### config.mk
export PLATFORM = sky130hd
export DESIGN_NAME = hazard_stall_ctrl_flat
export DESIGN_NICKNAME = d
export VERILOG_FILES = /design/src/rtl/hazard_stall_ctrl_if.sv /design/src/rtl/hazard_stall_ctrl.sv /design/src/flat_wrapper.sv
export SDC_FILE = /design/constraint.sdc
export NUM_CORES = 1
export LEC_CHECK = 0
export CAP_MARGIN = 20
export CORE_ASPECT_RATIO = 0.75
export CORE_MARGIN = 2
export CORE_UTILIZATION = 40
export CTS_CLUSTER_DIAMETER = 30
export DETAILED_ROUTE_END_ITERATION = 10
export HOLD_SLACK_MARGIN = 0.12
export PLACE_DENSITY = 0.68
export SLEW_MARGIN = 10
export SYNTH_ARGS = -nofsm -noshare
export SYNTH_HDL_FRONTEND = slang
export SYNTH_SLANG_ARGS = --single-unit
### constraint.sdc
create_clock -name clk_i -period 3.46 [get_ports clk_i]
set_input_delay 1.038 -clock clk_i [delete_from_list [all_inputs] [get_ports clk_i]]
set_output_delay 1.038 -clock clk_i [all_outputs]
set_load 0.03 [all_outputs]
### src/rtl/hazard_stall_ctrl_if.sv
// ----------------------------------------------------------------------------
// hazard_stall_ctrl_if
//
// Purpose
//    Bundles the pipeline-side signals of the stall/flush sequencer so the
//    core and the sequencer share one connection point. Clock and reset are
//    not part of the bundle; they stay plain ports on the sequencer.
//
// Signals (direction as seen by the sequencer, modport slave)
//    start_i          in   1      core start, only looked at while idle
//    IFID_rs1_i       in   REG_W  rs1 of the instruction in ID
//    IFID_rs2_i       in   REG_W  rs2 of the instruction in ID
//    IDEX_MemRead_i   in   1      instruction in EX is a load
//    IDEX_rd_i        in   REG_W  rd of the instruction in EX
//    branch_taken_i   in   1      branch resolved taken in ID this cycle
//    mem_busy_i       in   1      data memory has not completed this cycle
//    pc_write_o       out  1      PC register write enable
//    ifid_write_o     out  1      IF/ID register write enable
//    ifid_flush_o     out  1      IF/ID register clear (NOP insert)
//    bubble_o         out  1      zeroes ID control going into ID/EX
//    pipe_hold_o      out  1      freezes ID/EX, EX/MEM and MEM/WB
//    err_o            out  1      sticky data-memory timeout error
//    state_o          out  2      00 IDLE, 01 RUN, 10 MEM_WAIT, 11 ERROR
//    lu_cnt_o         out  CNT_W  load-use bubbles inserted
//    memwait_cnt_o    out  CNT_W  cycles frozen on mem_busy_i
//    flush_cnt_o      out  CNT_W  IF/ID flushes issued
//
// Modports
//    master  the pipeline side: drives the *_i signals, reads the *_o signals
//    slave   the sequencer side: reads the *_i signals, drives the *_o signals
// ----------------------------------------------------------------------------
interface hazard_stall_ctrl_if #(
   parameter int REG_W = 5,
   parameter int CNT_W = 16
);

   logic             start_i;
   logic [REG_W-1:0] IFID_rs1_i;
   logic [REG_W-1:0] IFID_rs2_i;
   logic             IDEX_MemRead_i;
   logic [REG_W-1:0] IDEX_rd_i;
   logic             branch_taken_i;
   logic             mem_busy_i;

   logic             pc_write_o;
   logic             ifid_write_o;
   logic             ifid_flush_o;
   logic             bubble_o;
   logic             pipe_hold_o;
   logic             err_o;
   logic [1:0]       state_o;
   logic [CNT_W-1:0] lu_cnt_o;
   logic [CNT_W-1:0] memwait_cnt_o;
   logic [CNT_W-1:0] flush_cnt_o;

   modport master (
      output start_i,
      output IFID_rs1_i,
      output IFID_rs2_i,
      output IDEX_MemRead_i,
      output IDEX_rd_i,
      output branch_taken_i,
      output mem_busy_i,
      input  pc_write_o,
      input  ifid_write_o,
      input  ifid_flush_o,
      input  bubble_o,
      input  pipe_hold_o,
      input  err_o,
      input  state_o,
      input  lu_cnt_o,
      input  memwait_cnt_o,
      input  flush_cnt_o
   );

   modport slave (
      input  start_i,
      input  IFID_rs1_i,
      input  IFID_rs2_i,
      input  IDEX_MemRead_i,
      input  IDEX_rd_i,
      input  branch_taken_i,
      input  mem_busy_i,
      output pc_write_o,
      output ifid_write_o,
      output ifid_flush_o,
      output bubble_o,
      output pipe_hold_o,
      output err_o,
      output state_o,
      output lu_cnt_o,
      output memwait_cnt_o,
      output flush_cnt_o
   );

endinterface

### src/rtl/hazard_stall_ctrl.sv
// ----------------------------------------------------------------------------
// hazard_stall_ctrl
//
// Purpose
//    Central stall/flush sequencer for the 5-stage pipeline. Detects load-use
//    hazards and inserts a bubble in ID, drives the PC and IF/ID write enables
//    and the IF/ID flush, freezes the back half of the pipeline while data
//    memory is busy, keeps three saturating event counters, and parks the core
//    in ERROR when data memory stays busy for MEM_TIMEOUT consecutive cycles.
//
// Parameters
//    REG_W        register-address width (must match the interface)
//    CNT_W        width of each saturating counter (must match the interface)
//    MEM_TIMEOUT  consecutive busy cycles that raise err_o (>= 2)
//
// Ports
//    clk_i   in   1   clock, rising edge
//    rst_i   in   1   asynchronous reset, active low
//    bus     slave modport of hazard_stall_ctrl_if carrying all hazard
//            inputs, enable/flush/bubble/hold outputs, error, state and
//            counters
//
// All enable/bubble/hold/flush outputs are combinational from the current
// state and the current inputs, so a stall takes effect in the same cycle the
// hazard is seen.
// ----------------------------------------------------------------------------
module hazard_stall_ctrl #(
   parameter int REG_W       = 5,
   parameter int CNT_W       = 16,
   parameter int MEM_TIMEOUT = 64
) (
   input  logic                 clk_i,
   input  logic                 rst_i,
   hazard_stall_ctrl_if.slave   bus
);

   // Wide enough to hold MEM_TIMEOUT-1 with a spare bit.
   localparam int WAIT_W = $clog2(MEM_TIMEOUT) + 1;
   localparam logic [WAIT_W-1:0] WAIT_LAST = WAIT_W'(MEM_TIMEOUT - 1);

   typedef enum logic [1:0] {
      ST_IDLE     = 2'b00,
      ST_RUN      = 2'b01,
      ST_MEM_WAIT = 2'b10,
      ST_ERROR    = 2'b11
   } stateT;

   stateT             r_state;
   stateT             w_nextState;
   logic [WAIT_W-1:0] r_waitCnt;
   logic [WAIT_W-1:0] w_waitNext;
   logic              r_err;
   logic              w_errSet;

   logic              w_loadUse;
   logic              w_pcWrite;
   logic              w_ifidWrite;
   logic              w_flush;
   logic              w_bubble;
   logic              w_hold;

   // One-hot "which decode case won this cycle" flags feeding the counters.
   logic              w_selBusy;
   logic              w_selLu;
   logic              w_selBr;

   logic [CNT_W-1:0]  r_luCnt;
   logic [CNT_W-1:0]  r_memWaitCnt;
   logic [CNT_W-1:0]  r_flushCnt;

   // Load-use hazard: a load in EX writes a register that the instruction in
   // ID reads. x0 is never a real dependency, so rd == 0 never stalls.
   always_comb begin
      w_loadUse = bus.IDEX_MemRead_i
                & (bus.IDEX_rd_i != REG_W'(0))
                & ((bus.IDEX_rd_i == bus.IFID_rs1_i) | (bus.IDEX_rd_i == bus.IFID_rs2_i));
   end

   // Next-state and output decode. RUN and MEM_WAIT share one decode so that
   // the cycle in which memory releases is already treated as a normal RUN
   // cycle, giving no dead cycle after a memory stall. Priority is memory
   // busy, then load-use, then taken branch; a load-use stall swallows a
   // simultaneous branch because the branch will be re-resolved once the
   // stalled instruction is re-decoded.
   always_comb begin
      w_nextState = r_state;
      w_waitNext  = r_waitCnt;
      w_errSet    = 1'b0;
      w_pcWrite   = 1'b0;
      w_ifidWrite = 1'b0;
      w_flush     = 1'b0;
      w_bubble    = 1'b0;
      w_hold      = 1'b0;
      w_selBusy   = 1'b0;
      w_selLu     = 1'b0;
      w_selBr     = 1'b0;

      case (r_state)
         ST_IDLE: begin
            w_bubble = 1'b1;
            if (bus.start_i) begin
               w_nextState = ST_RUN;
            end
         end

         ST_RUN, ST_MEM_WAIT: begin
            if (bus.mem_busy_i) begin
               w_hold    = 1'b1;
               w_selBusy = 1'b1;
               // The wait counter holds the number of busy cycles already
               // seen, so hitting MEM_TIMEOUT-1 here means this is the
               // MEM_TIMEOUT-th consecutive busy cycle.
               if (r_waitCnt == WAIT_LAST) begin
                  w_nextState = ST_ERROR;
                  w_errSet    = 1'b1;
               end else begin
                  w_nextState = ST_MEM_WAIT;
                  w_waitNext  = r_waitCnt + WAIT_W'(1);
               end
            end else begin
               w_nextState = ST_RUN;
               w_waitNext  = '0;
               if (w_loadUse) begin
                  w_bubble = 1'b1;
                  w_selLu  = 1'b1;
               end else if (bus.branch_taken_i) begin
                  w_flush     = 1'b1;
                  w_pcWrite   = 1'b1;
                  w_ifidWrite = 1'b1;
                  w_selBr     = 1'b1;
               end else begin
                  w_pcWrite   = 1'b1;
                  w_ifidWrite = 1'b1;
               end
            end
         end

         ST_ERROR: begin
            w_bubble = 1'b1;
            w_hold   = 1'b1;
         end

         default: begin
            w_nextState = ST_IDLE;
         end
      endcase
   end

   // State, wait counter and sticky error. ERROR has no way out except reset.
   always_ff @(posedge clk_i or negedge rst_i) begin
      if (!rst_i) begin
         r_state   <= ST_IDLE;
         r_waitCnt <= '0;
         r_err     <= 1'b0;
      end else begin
         r_state   <= w_nextState;
         r_waitCnt <= w_waitNext;
         if (w_errSet) begin
            r_err <= 1'b1;
         end
      end
   end

   // Saturating event counters. The select flags are only ever raised in RUN
   // or MEM_WAIT, so IDLE and ERROR cycles never count.
   always_ff @(posedge clk_i or negedge rst_i) begin
      if (!rst_i) begin
         r_luCnt      <= '0;
         r_memWaitCnt <= '0;
         r_flushCnt   <= '0;
      end else begin
         if (w_selLu && (r_luCnt != '1)) begin
            r_luCnt <= r_luCnt + CNT_W'(1);
         end
         if (w_selBusy && (r_memWaitCnt != '1)) begin
            r_memWaitCnt <= r_memWaitCnt + CNT_W'(1);
         end
         if (w_selBr && (r_flushCnt != '1)) begin
            r_flushCnt <= r_flushCnt + CNT_W'(1);
         end
      end
   end

   // Drive the interface outputs.
   always_comb begin
      bus.pc_write_o    = w_pcWrite;
      bus.ifid_write_o  = w_ifidWrite;
      bus.ifid_flush_o  = w_flush;
      bus.bubble_o      = w_bubble;
      bus.pipe_hold_o   = w_hold;
      bus.err_o         = r_err;
      bus.state_o       = r_state;
      bus.lu_cnt_o      = r_luCnt;
      bus.memwait_cnt_o = r_memWaitCnt;
      bus.flush_cnt_o   = r_flushCnt;
   end

endmodule
### src/flat_wrapper.sv
// flat-port wrapper written by rule: the top's interface ports become plain ports
module hazard_stall_ctrl_flat 
#(
   parameter int REG_W       = 5,
   parameter int CNT_W       = 16,
   parameter int MEM_TIMEOUT = 64
)
  (clk_i, rst_i, bus_start_i, bus_IFID_rs1_i, bus_IFID_rs2_i, bus_IDEX_MemRead_i, bus_IDEX_rd_i, bus_branch_taken_i, bus_mem_busy_i, bus_pc_write_o, bus_ifid_write_o, bus_ifid_flush_o, bus_bubble_o, bus_pipe_hold_o, bus_err_o, bus_state_o, bus_lu_cnt_o, bus_memwait_cnt_o, bus_flush_cnt_o);
  hazard_stall_ctrl_if #(.REG_W(REG_W), .CNT_W(CNT_W)) bus_i ();
  input  logic clk_i;
  input  logic rst_i;
  input wire logic [$bits(bus_i.start_i)-1:0] bus_start_i;
  input wire logic [$bits(bus_i.IFID_rs1_i)-1:0] bus_IFID_rs1_i;
  input wire logic [$bits(bus_i.IFID_rs2_i)-1:0] bus_IFID_rs2_i;
  input wire logic [$bits(bus_i.IDEX_MemRead_i)-1:0] bus_IDEX_MemRead_i;
  input wire logic [$bits(bus_i.IDEX_rd_i)-1:0] bus_IDEX_rd_i;
  input wire logic [$bits(bus_i.branch_taken_i)-1:0] bus_branch_taken_i;
  input wire logic [$bits(bus_i.mem_busy_i)-1:0] bus_mem_busy_i;
  output wire logic [$bits(bus_i.pc_write_o)-1:0] bus_pc_write_o;
  output wire logic [$bits(bus_i.ifid_write_o)-1:0] bus_ifid_write_o;
  output wire logic [$bits(bus_i.ifid_flush_o)-1:0] bus_ifid_flush_o;
  output wire logic [$bits(bus_i.bubble_o)-1:0] bus_bubble_o;
  output wire logic [$bits(bus_i.pipe_hold_o)-1:0] bus_pipe_hold_o;
  output wire logic [$bits(bus_i.err_o)-1:0] bus_err_o;
  output wire logic [$bits(bus_i.state_o)-1:0] bus_state_o;
  output wire logic [$bits(bus_i.lu_cnt_o)-1:0] bus_lu_cnt_o;
  output wire logic [$bits(bus_i.memwait_cnt_o)-1:0] bus_memwait_cnt_o;
  output wire logic [$bits(bus_i.flush_cnt_o)-1:0] bus_flush_cnt_o;
  assign bus_i.start_i = bus_start_i;
  assign bus_i.IFID_rs1_i = bus_IFID_rs1_i;
  assign bus_i.IFID_rs2_i = bus_IFID_rs2_i;
  assign bus_i.IDEX_MemRead_i = bus_IDEX_MemRead_i;
  assign bus_i.IDEX_rd_i = bus_IDEX_rd_i;
  assign bus_i.branch_taken_i = bus_branch_taken_i;
  assign bus_i.mem_busy_i = bus_mem_busy_i;
  assign bus_pc_write_o = bus_i.pc_write_o;
  assign bus_ifid_write_o = bus_i.ifid_write_o;
  assign bus_ifid_flush_o = bus_i.ifid_flush_o;
  assign bus_bubble_o = bus_i.bubble_o;
  assign bus_pipe_hold_o = bus_i.pipe_hold_o;
  assign bus_err_o = bus_i.err_o;
  assign bus_state_o = bus_i.state_o;
  assign bus_lu_cnt_o = bus_i.lu_cnt_o;
  assign bus_memwait_cnt_o = bus_i.memwait_cnt_o;
  assign bus_flush_cnt_o = bus_i.flush_cnt_o;
  hazard_stall_ctrl #(.REG_W(REG_W), .CNT_W(CNT_W), .MEM_TIMEOUT(MEM_TIMEOUT)) u_core (.clk_i(clk_i), .rst_i(rst_i), .bus(bus_i));
endmodule
==> run summary, run 1 <==
Clk pwr share: 24.9%
crit path cell chain: clkdlybuf4s15_1 -> or4_4 -> o21ai_4 -> nor2_4 -> nor2_4 -> buf_6
Final nets: 407
worst min-delay path category: flip-flop to flip-flop
Pleak: 1.92 nW
Max FO, Critical Path: 3
antenna-violating nets left: 0
GR Util met2: 25.5%
first-pass GRT wire length: 11100 um
wire length per cell: 13.6 um
cell count after synthesis: 283
vias in the first global route: 2294
Synth Register Bits: 58
CP startpoint kind: primary input
P_int: 1.53 mW
fin worst setup slack: 72.2 ps
Yosys Warn Count: 0
Final Non-Filler Cells: 484
asr flop ratio synth: 100%
GR Util met1: 23.6%
Req. time, crit path: 2420 ps
synthesized cell area: 0.00297 mm^2
Mapped Nets: 310
highest-count cells in the layout ignoring fill and taps: dfrtp_1, clkdlybuf4s50_1, xor2_1, nand2_1, nand3_1
Slew HR: 54.0%
reg2reg start: u_core.bus.state_o[0]
RSZ-0062 raised after global routing: no
CP endpoint kind: output port
share of layout cells above drive strength 1: 15.1%
EDFF count, synth: 0
Die Y: 78.7 um
Comb pwr share: 38.2%
GRT overflow: 0
first-pass iteration count of the detailed router: 4
hold path cells: 1
Worst Tran Pin Value: 685 ps
Post-route DRC: 0
clock sinks: 58
GRT Max-Usage Layer: met2
Buffers on Ports: 76
# diodes: 0
met3 GRT Util: 5.07%
largest delay contributor family on the critical path: simple AND/OR/NAND/NOR gates
RePlAce Congestion: 0.778
CP dominant cell by count: nor2_4
fin area: 0.00418 mm^2
# IOs: 77
Avg Cell Area, Syn: 10.5 um^2
Min-Delay Endpoint: u_core.bus.err_o
CP arrival: 2350 ps
Die ar.: 0.00814 mm^2
number of hold buffers added after cts: 0
max_cap viols: 0
Max clock buf depth: 2
Final Critical Period: 3390 ps
H-tree depth: 3
Fmax: 295 MHz
die width: 104 um
Avg Vias per Cell: 4.98
via count: 2408
period utilization: 97.9%
worst path buffer plus inverter count: 2
Final Util: 57.5%
Sw Share: 37.2%
area grow syn2layout: 40.4%
all-layer global routing usage: 16.9%
Min Hold Slack: 473 ps
HPWL after DPL: 5020 um
register area share after synthesis: 48.8%
total power: 2.43 mW
hold_sp: u_core.bus.err_o
dpl cells: 468
final setup fails: 0
r2r setup slk: 1220 ps
Site Rows: 27
WS Path Type: primary input to output port
Hold Fails Final Rpt: 0
clock skew: 8.63 ps
Clk pin slew, worst setup/hold paths: 60 ps
fin. max-slew vios: 0
most common library cell in the layout ignoring fill and taps: dfrtp_1
slowest stage delay, CP: 540 ps
CP max-delay cell: or4_4
CTS tree: built
post-placement setup slack: -239 ps
core area: 0.00726 mm^2
dpl cell area: 0.00392 mm^2
outcome: finished, final reports clean
initial antenna violation count: 0
Setup TNS: 0 ps
worst IR drop on VDD: 0.423 mV
DRT Wirelength: 6600 um
largest net degree at the start of global routing: 29
Starting Density: 40.9%
net switching power: 904 uW
Iter 0 DRT Violations: 85
PwrDens: 582 mW/mm^2
Yosys cell types: 43
Clk Latency, worst-skew pair: 320 ps
Seq pwr share: 36.9%
worst flop-to-flop path endpoint: u_core.bus.flush_cnt_o[9]
CTS Root Cell: clkbuf_8
total clock buffers created by CTS: 9
r2r worst-path depth: 8
dominant synthesized flop cell: dfrtp_1
## cell families (layout without fill, tap and decap cells)
family,Yosys count,in the layout,share of synthesized area [%]
compound gates,20,20,4.76
xor+xnor,55,55,16.2
fa+ha+maj,6,6,2.53
buf+inv,8,108,1.47
flops,58,58,48.8
mux,4,4,1.52
simple gates,132,132,24.7
## layer usage
layer | part of all wire, % | wire length, um
met2 | 45 | 2990
met5 | 0 | 0
met3 | 3.4 | 225
met4 | 0.94 | 62
met1 | 50 | 3320
## worst max-delay path by stage
stage	cells after the start	slack [ps]	endpoint	start
detailed placement	6	-240	bus_bubble_o	bus_IDEX_rd_i[2]
CTS	6	-20	bus_bubble_o	bus_IDEX_rd_i[0]
floorplan	5	30	bus_ifid_flush_o	bus_IDEX_rd_i[0]
global route	8	0.2	bus_bubble_o	bus_IDEX_rd_i[0]
global placement	6	-200	bus_bubble_o	bus_IDEX_rd_i[3]
finish	6	70	bus_pc_write_o	bus_IDEX_rd_i[3]
## power by group through the flow
stage,Clock [mW],Combinational (mW),Sequential [mW]
detailed placement,0,0.901,0.907
floorplan,0,0.379,1.05
global placement,0,0.886,0.906
finish,0.606,0.928,0.897
global route,0.655,1.00,0.917
CTS,0.624,0.923,0.898
## timing repair
item / in CTS / in global routing
setup buffers: 1 / 1
endpoints found under the setup margin: 4 / 4
resized for setup: 16 / 16
pin swaps: 8 / 11
## worst register-to-register path, stage by stage (launching register included)
cell and delay [ps]:
dfrtp_1 380, inv_1 70, ha_1 440, nor2b_2 260
and2_1 240, nand2_1 120, or4_1 400, nor2_1 120
xor2_1 140
## cells in the mapped netlist (2+ instances only)
library cell  count  area share (%)
nand4_1           9             1.9
and4_1            6             1.8
xor2_1           34              10
mux2_2            4             1.5
nor2b_1           3            0.63
nor2_2            2            0.42
nor2_1           15             1.9
nor4_2            3             1.3
nor3_1           11             1.9
nand2b_1          3            0.63
nand2_1          29             3.7
and2_1            3            0.63
o31ai_1           2            0.50
nand3_1          23             3.9
o21ai_0           9             1.5
dfrtp_1          58              49
ha_1              6             2.5
nor4_1            3            0.63
buf_2             2            0.34
xnor2_1          21             6.2
and3_1           13             2.7
inv_1             3            0.38
## state kept, by name (all words and copies together), names as in the netlist
register / flops
u_core.bus.memwait_cnt_o: 16
u_core.r_waitCnt: 7
u_core.bus.flush_cnt_o: 16
u_core.bus.state_o: 2
u_core.bus.lu_cnt_o: 16
u_core.bus.err_o: 1
## final cells by class
cell class | count | area (um^2)
fill | 639 | 3090
clock buffer | 11 | 151
sequential | 58 | 1450
multi-input combinational | 217 | 1520
tap | 101 | 126
timing repair buffer | 91 | 876
inverter | 3 | 11.3
clock inverter | 3 | 40.0
No activity file was read; power rests on OpenSTA's default activity.
==> run 2: changes to the inputs <==
--- a/config.mk
+++ b/config.mk
@@ -5,14 +5,16 @@
 export SDC_FILE = /design/constraint.sdc
 export NUM_CORES = 1
 export LEC_CHECK = 0
+export ABC_CLOCK_PERIOD_IN_PS = 2750
 export CAP_MARGIN = 20
 export CORE_ASPECT_RATIO = 0.75
 export CORE_MARGIN = 2
 export CORE_UTILIZATION = 40
+export CTS_BUF_LIST = sky130_fd_sc_hd__clkbuf_4 sky130_fd_sc_hd__clkbuf_8 sky130_fd_sc_hd__clkbuf_16
 export CTS_CLUSTER_DIAMETER = 30
 export DETAILED_ROUTE_END_ITERATION = 10
 export HOLD_SLACK_MARGIN = 0.12
-export PLACE_DENSITY = 0.68
+export PLACE_DENSITY = 0.7
 export SLEW_MARGIN = 10
 export SYNTH_ARGS = -nofsm -noshare
 export SYNTH_HDL_FRONTEND = slang
==> constraint.sdc (replaced) <==
create_clock -name clk_i -period 2.75 [get_ports clk_i]
set_input_delay 0.825 -clock clk_i [delete_from_list [all_inputs] [get_ports clk_i]]
set_output_delay 0.825 -clock clk_i [all_outputs]
set_load 0.03 [all_outputs]
==> run summary, run 2 (synthesis results as in run 1) <==
Min-Delay Endpoint: u_core.bus.err_o
initial antenna violation count: 0
Buffers on Ports: 76
Max FO, Critical Path: 3
period utilization: 103%
Sequential Area: 0.00145 mm^2
H-tree depth: 3
Max clock buf depth: 2
r2r worst-path depth: 9
Die Y: 78.7 um
Avg Vias per Cell: 4.86
Starting Density: 40.9%
GR Util met1: 24.1%
Filler Cells Inserted: 627
most common library cell in the layout ignoring fill and taps: dfrtp_1
total clock buffers created by CTS: 9
# IOs: 77
share of layout cells above drive strength 1: 18.4%
r2r setup slk: 460 ps
area grow syn2layout: 41.7%
GR Util met2: 26.4%
CP startpoint kind: primary input
CP endpoint kind: output port
DRT Wirelength: 6590 um
hold path cells: 1
highest-count cells in the layout ignoring fill and taps: dfrtp_1, clkdlybuf4s50_1, xor2_1, nand2_1
antenna-violating nets left: 0
wire length per cell: 13.4 um
Req. time, crit path: 1930 ps
Fmax: 353 MHz
met3 GRT Util: 5.07%
Iter 0 DRT Violations: 94
Die ar.: 0.00814 mm^2
clock skew: 7.73 ps
hold_sp: u_core.bus.err_o
Hold Fails Final Rpt: 0
Pleak: 1.91 nW
core area: 0.00726 mm^2
WS Path Type: primary input to output port
RSZ-0062 raised after global routing: yes
Worst Tran Pin Value: 696 ps
Post-route DRC: 0
failing checks: setup timing
vias in the first global route: 2302
reg2reg start: u_core.bus.state_o[1]
CP arrival: 2010 ps
worst min-delay path category: flip-flop to flip-flop
CTS tree: built
first-pass GRT wire length: 11200 um
outcome: finished, violations left
Site Rows: 27
fin. max-slew vios: 0
fin worst setup slack: -84.5 ps
all-layer global routing usage: 17.4%
die width: 104 um
largest net degree at the start of global routing: 32
CTS Root Cell: clkbuf_8
RePlAce Congestion: 0.826
area occupied by multi-input gates: 0.00153 mm^2
worst flop-to-flop path endpoint: u_core.bus.flush_cnt_o[9]
final setup fails: 4
GRT overflow: 0
worst IR drop on VDD: 0.557 mV
HPWL after DPL: 5000 um
via count: 2389
first-pass iteration count of the detailed router: 4
Slew HR: 53.6%
GRT Max-Usage Layer: met2
max_cap viols: 0
clock sinks: 58
Final nets: 414
Clk Latency, worst-skew pair: 320 ps
Setup TNS: -301 ps
Final Critical Period: 2830 ps
Clk pin slew, worst setup/hold paths: 60 ps
Final Util: 58.0%
PwrDens: 728 mW/mm^2
total power: 3.07 mW
# diodes: 0
## run 2: critical path, stage by stage
cell     delay (ps)
buf_8            90
or4_4           540
o21ai_4         190
buf_6           120
o31ai_2          50
buf_4           180
## run 2: cell type report
type / instances / share of cell area, %
repair buffers: 98 / 21.4
well taps: 101 / 3.00
multi-input cells: 217 / 36.3
clock buffers: 12 / 3.62
flip-flops and latches: 58 / 34.5
inverters: 3 / 0.267
clock inverters: 3 / 0.951
## run 2: report_power, final
| group | internal [mW] | switching (mW) |
|---|---|---|
| Sequential | 0.978 | 0.152 |
| Combinational | 0.495 | 0.676 |
| Clock | 0.455 | 0.309 |
## run 2: how the worst max path moves through the flow
| stage | from | endpoint | slack [ps] | depth (start not counted) |
|---|---|---|---|---|
| 3_5_place_dp | bus_IDEX_rd_i[0] | bus_ifid_flush_o | -500 | 6 |
| 3_3_place_gp | bus_IDEX_rd_i[3] | bus_ifid_flush_o | -460 | 7 |
| 6_report | bus_IDEX_rd_i[4] | bus_bubble_o | -80 | 6 |
| 5_1_grt | bus_IDEX_rd_i[4] | bus_bubble_o | -140 | 6 |
| 2_1_floorplan | bus_IDEX_rd_i[0] | bus_pc_write_o | -200 | 6 |
| 4_1_cts | bus_IDEX_rd_i[4] | bus_bubble_o | -120 | 6 |
## run 2: per-stage QoR
stage / worst slack [ps] / hold slack [ps] / area, um^2 / instances
6_report: -84.5 / 463 / 4210 / 492
5_1_grt: -141 / 499 / 4210 / 492
4_1_cts: -122 / 473 / 4200 / 492
3_5_place_dp: -502 / 457 / 3970 / 475
3_3_place_gp: -462 / 455 / 3970 / 475
2_1_floorplan: -199 / 467 / 2990 / 283
## run 2: repair_timing
| item | 4_1_cts | 5_1_grt |
|---|---|---|
| hold endpoints to repair | 0 | 0 |
| setup endpoints to repair | 6 | 4 |
| hold buffers | 0 | 0 |
| pin swaps | 14 | 5 |
| gates resized for setup | 44 | 7 |
| setup buffers | 2 | 0 |
## run 2: metal layers
| layer | part of all wire, % | vias to the layer above |
|---|---|---|
| met5 | 0 | - |
| met4 | 0.96 | 0 |
| met3 | 4.6 | 5 |
| met2 | 44 | 66 |
| met1 | 51 | 1119 |
| li1 | - | 1199 |
==> run 3: changes to the inputs <==
--- a/config.mk
+++ b/config.mk
@@ -5,7 +5,7 @@
 export SDC_FILE = /design/constraint.sdc
 export NUM_CORES = 1
 export LEC_CHECK = 0
-export ABC_CLOCK_PERIOD_IN_PS = 2750
+export ABC_CLOCK_PERIOD_IN_PS = 3400
 export CAP_MARGIN = 20
 export CORE_ASPECT_RATIO = 0.75
 export CORE_MARGIN = 2
@@ -14,7 +14,7 @@
 export CTS_CLUSTER_DIAMETER = 30
 export DETAILED_ROUTE_END_ITERATION = 10
 export HOLD_SLACK_MARGIN = 0.12
-export PLACE_DENSITY = 0.7
+export PLACE_DENSITY = 0.68
 export SLEW_MARGIN = 10
 export SYNTH_ARGS = -nofsm -noshare
 export SYNTH_HDL_FRONTEND = slang
==> constraint.sdc (replaced) <==
create_clock -name clk_i -period 3.4 [get_ports clk_i]
set_input_delay 1.02 -clock clk_i [delete_from_list [all_inputs] [get_ports clk_i]]
set_output_delay 1.02 -clock clk_i [all_outputs]
set_load 0.03 [all_outputs]
==> run summary, run 3 (synthesis results as in run 1) <==
worst min-delay path category: flip-flop to flip-flop
Site Rows: 27
Avg Vias per Cell: 4.95
Critical Path Source: bus_IDEX_rd_i[4]
RSZ-0062 raised after global routing: no
period utilization: 98.6%
Clk pin slew, worst setup/hold paths: 60 ps
via count: 2400
area occupied by multi-input gates: 0.00152 mm^2
Final Non-Filler Cells: 485
all-layer global routing usage: 17.4%
antenna-violating nets left: 0
max_cap viols: 0
fin. max-slew vios: 0
Buffers on Ports: 76
Hold Fails Final Rpt: 0
Min Hold Slack: 470 ps
HPWL after DPL: 5060 um
post-placement setup slack: -247 ps
Slew HR: 52.9%
CP endpoint kind: output port
worst flop-to-flop path endpoint: u_core.bus.flush_cnt_o[1]
core area: 0.00726 mm^2
Die Y: 78.7 um
CTS Root Cell: clkbuf_8
CTS tree: built
Max clock buf depth: 2
total clock buffers created by CTS: 9
CP endpoint: bus_bubble_o
worst IR drop on VDD: 0.502 mV
GRT overflow: 0
Filler Cells Inserted: 629
clock skew: 5.19 ps
Fmax: 298 MHz
DRT Wirelength: 6770 um
Worst Tran Pin Value: 701 ps
Iter 0 DRT Violations: 124
fin area: 0.00423 mm^2
most common library cell in the layout ignoring fill and taps: dfrtp_1
dpl cells: 468
CP arrival: 2330 ps
clock sinks: 58
initial antenna violation count: 0
Req. time, crit path: 2380 ps
Max FO, Critical Path: 3
# IOs: 77
vias in the first global route: 2362
Post-route DRC: 0
PwrDens: 642 mW/mm^2
final setup fails: 0
first-pass GRT wire length: 11400 um
total power: 2.72 mW
Setup TNS: 0 ps
outcome: finished, final reports clean
Final Util: 58.3%
first-pass iteration count of the detailed router: 4
Pleak: 1.91 nW
Final nets: 406
# diodes: 0
reg2reg start: u_core.bus.state_o[0]
r2r setup slk: 1150 ps
r2r worst-path depth: 7
wire length per cell: 14.0 um
RePlAce Congestion: 0.778
Starting Density: 40.9%
Sequential Area: 0.00145 mm^2
die width: 104 um
Die ar.: 0.00814 mm^2
highest-count cells in the layout ignoring fill and taps: dfrtp_1, clkdlybuf4s50_1, xor2_1, nand2_1, nand3_1
WS Path Type: primary input to output port
fin worst setup slack: 46.8 ps
H-tree depth: 3
largest net degree at the start of global routing: 29
Final Critical Period: 3350 ps
dpl cell area: 0.00392 mm^2
CP startpoint kind: primary input
share of layout cells above drive strength 1: 15.1%
area grow syn2layout: 42.3%
Clk Latency, worst-skew pair: 330 ps
run 3: cell types whose count changed in the layout (fill, tap and decap cells not counted), moves of 3 or more:
cell	before	now
xor2_2	3	0
dlygate4sd2_1	8	11
bufinv_16	1	4
buf_4	23	15
xor2_1	31	34
buf_2	4	1
run 3: area by class of cell:
type | count | share of cell area (%)
Multi-Input combinational cell | 217 | 35.9
Sequential cell | 58 | 34.3
Timing Repair Buffer | 90 | 20.2
Clock buffer | 11 | 3.43
Tap cell | 101 | 2.99
Clock inverter | 5 | 2.96
Inverter | 3 | 0.266
run 3: worst min path at each step:
stage | start | to | slack, ps | depth (start not counted)
after global routing | u_core.bus.err_o | u_core.bus.err_o | 480 | 1
after CTS | u_core.bus.err_o | u_core.bus.err_o | 480 | 1
final | u_core.bus.err_o | u_core.bus.err_o | 470 | 1
after detailed placement | u_core.bus.err_o | u_core.bus.err_o | 460 | 1
after global placement | u_core.bus.err_o | u_core.bus.err_o | 460 | 1
after floorplan | u_core.r_waitCnt[3] | u_core.r_waitCnt[3] | 470 | 1
run 3: per-layer routing:
layer  up-vias  global-route usage (%)  part of all wire [%]
li1       1186                       -                     -
met1      1156                    24.2                    50
met2        54                    26.3                    45
met3         4                    4.57                   3.9
met4         0                    6.49                  0.72
met5         -                       0                     0
run 3: critical path: stages:
cell,delay [ps]
dlygate4sd2_1,280
xor2_1,180
nor3_2,210
a22oi_2,130
buf_4,170
o31ai_4,180
buf_6,160
run 3: power breakdown:
group          internal, mW  total [mW]  switching [mW]
registers             0.791       0.916           0.125
clock network         0.588       0.857           0.269
logic                 0.395       0.944           0.550
total                  1.77        2.72           0.943
run 3: repair_timing:
action,in CTS,in global routing
hold buffers,0,0
resized for setup,22,8
endpoints found under the setup margin,4,4
hold endpoints to repair,0,0
pin swaps,12,4
setup buffers,0,1
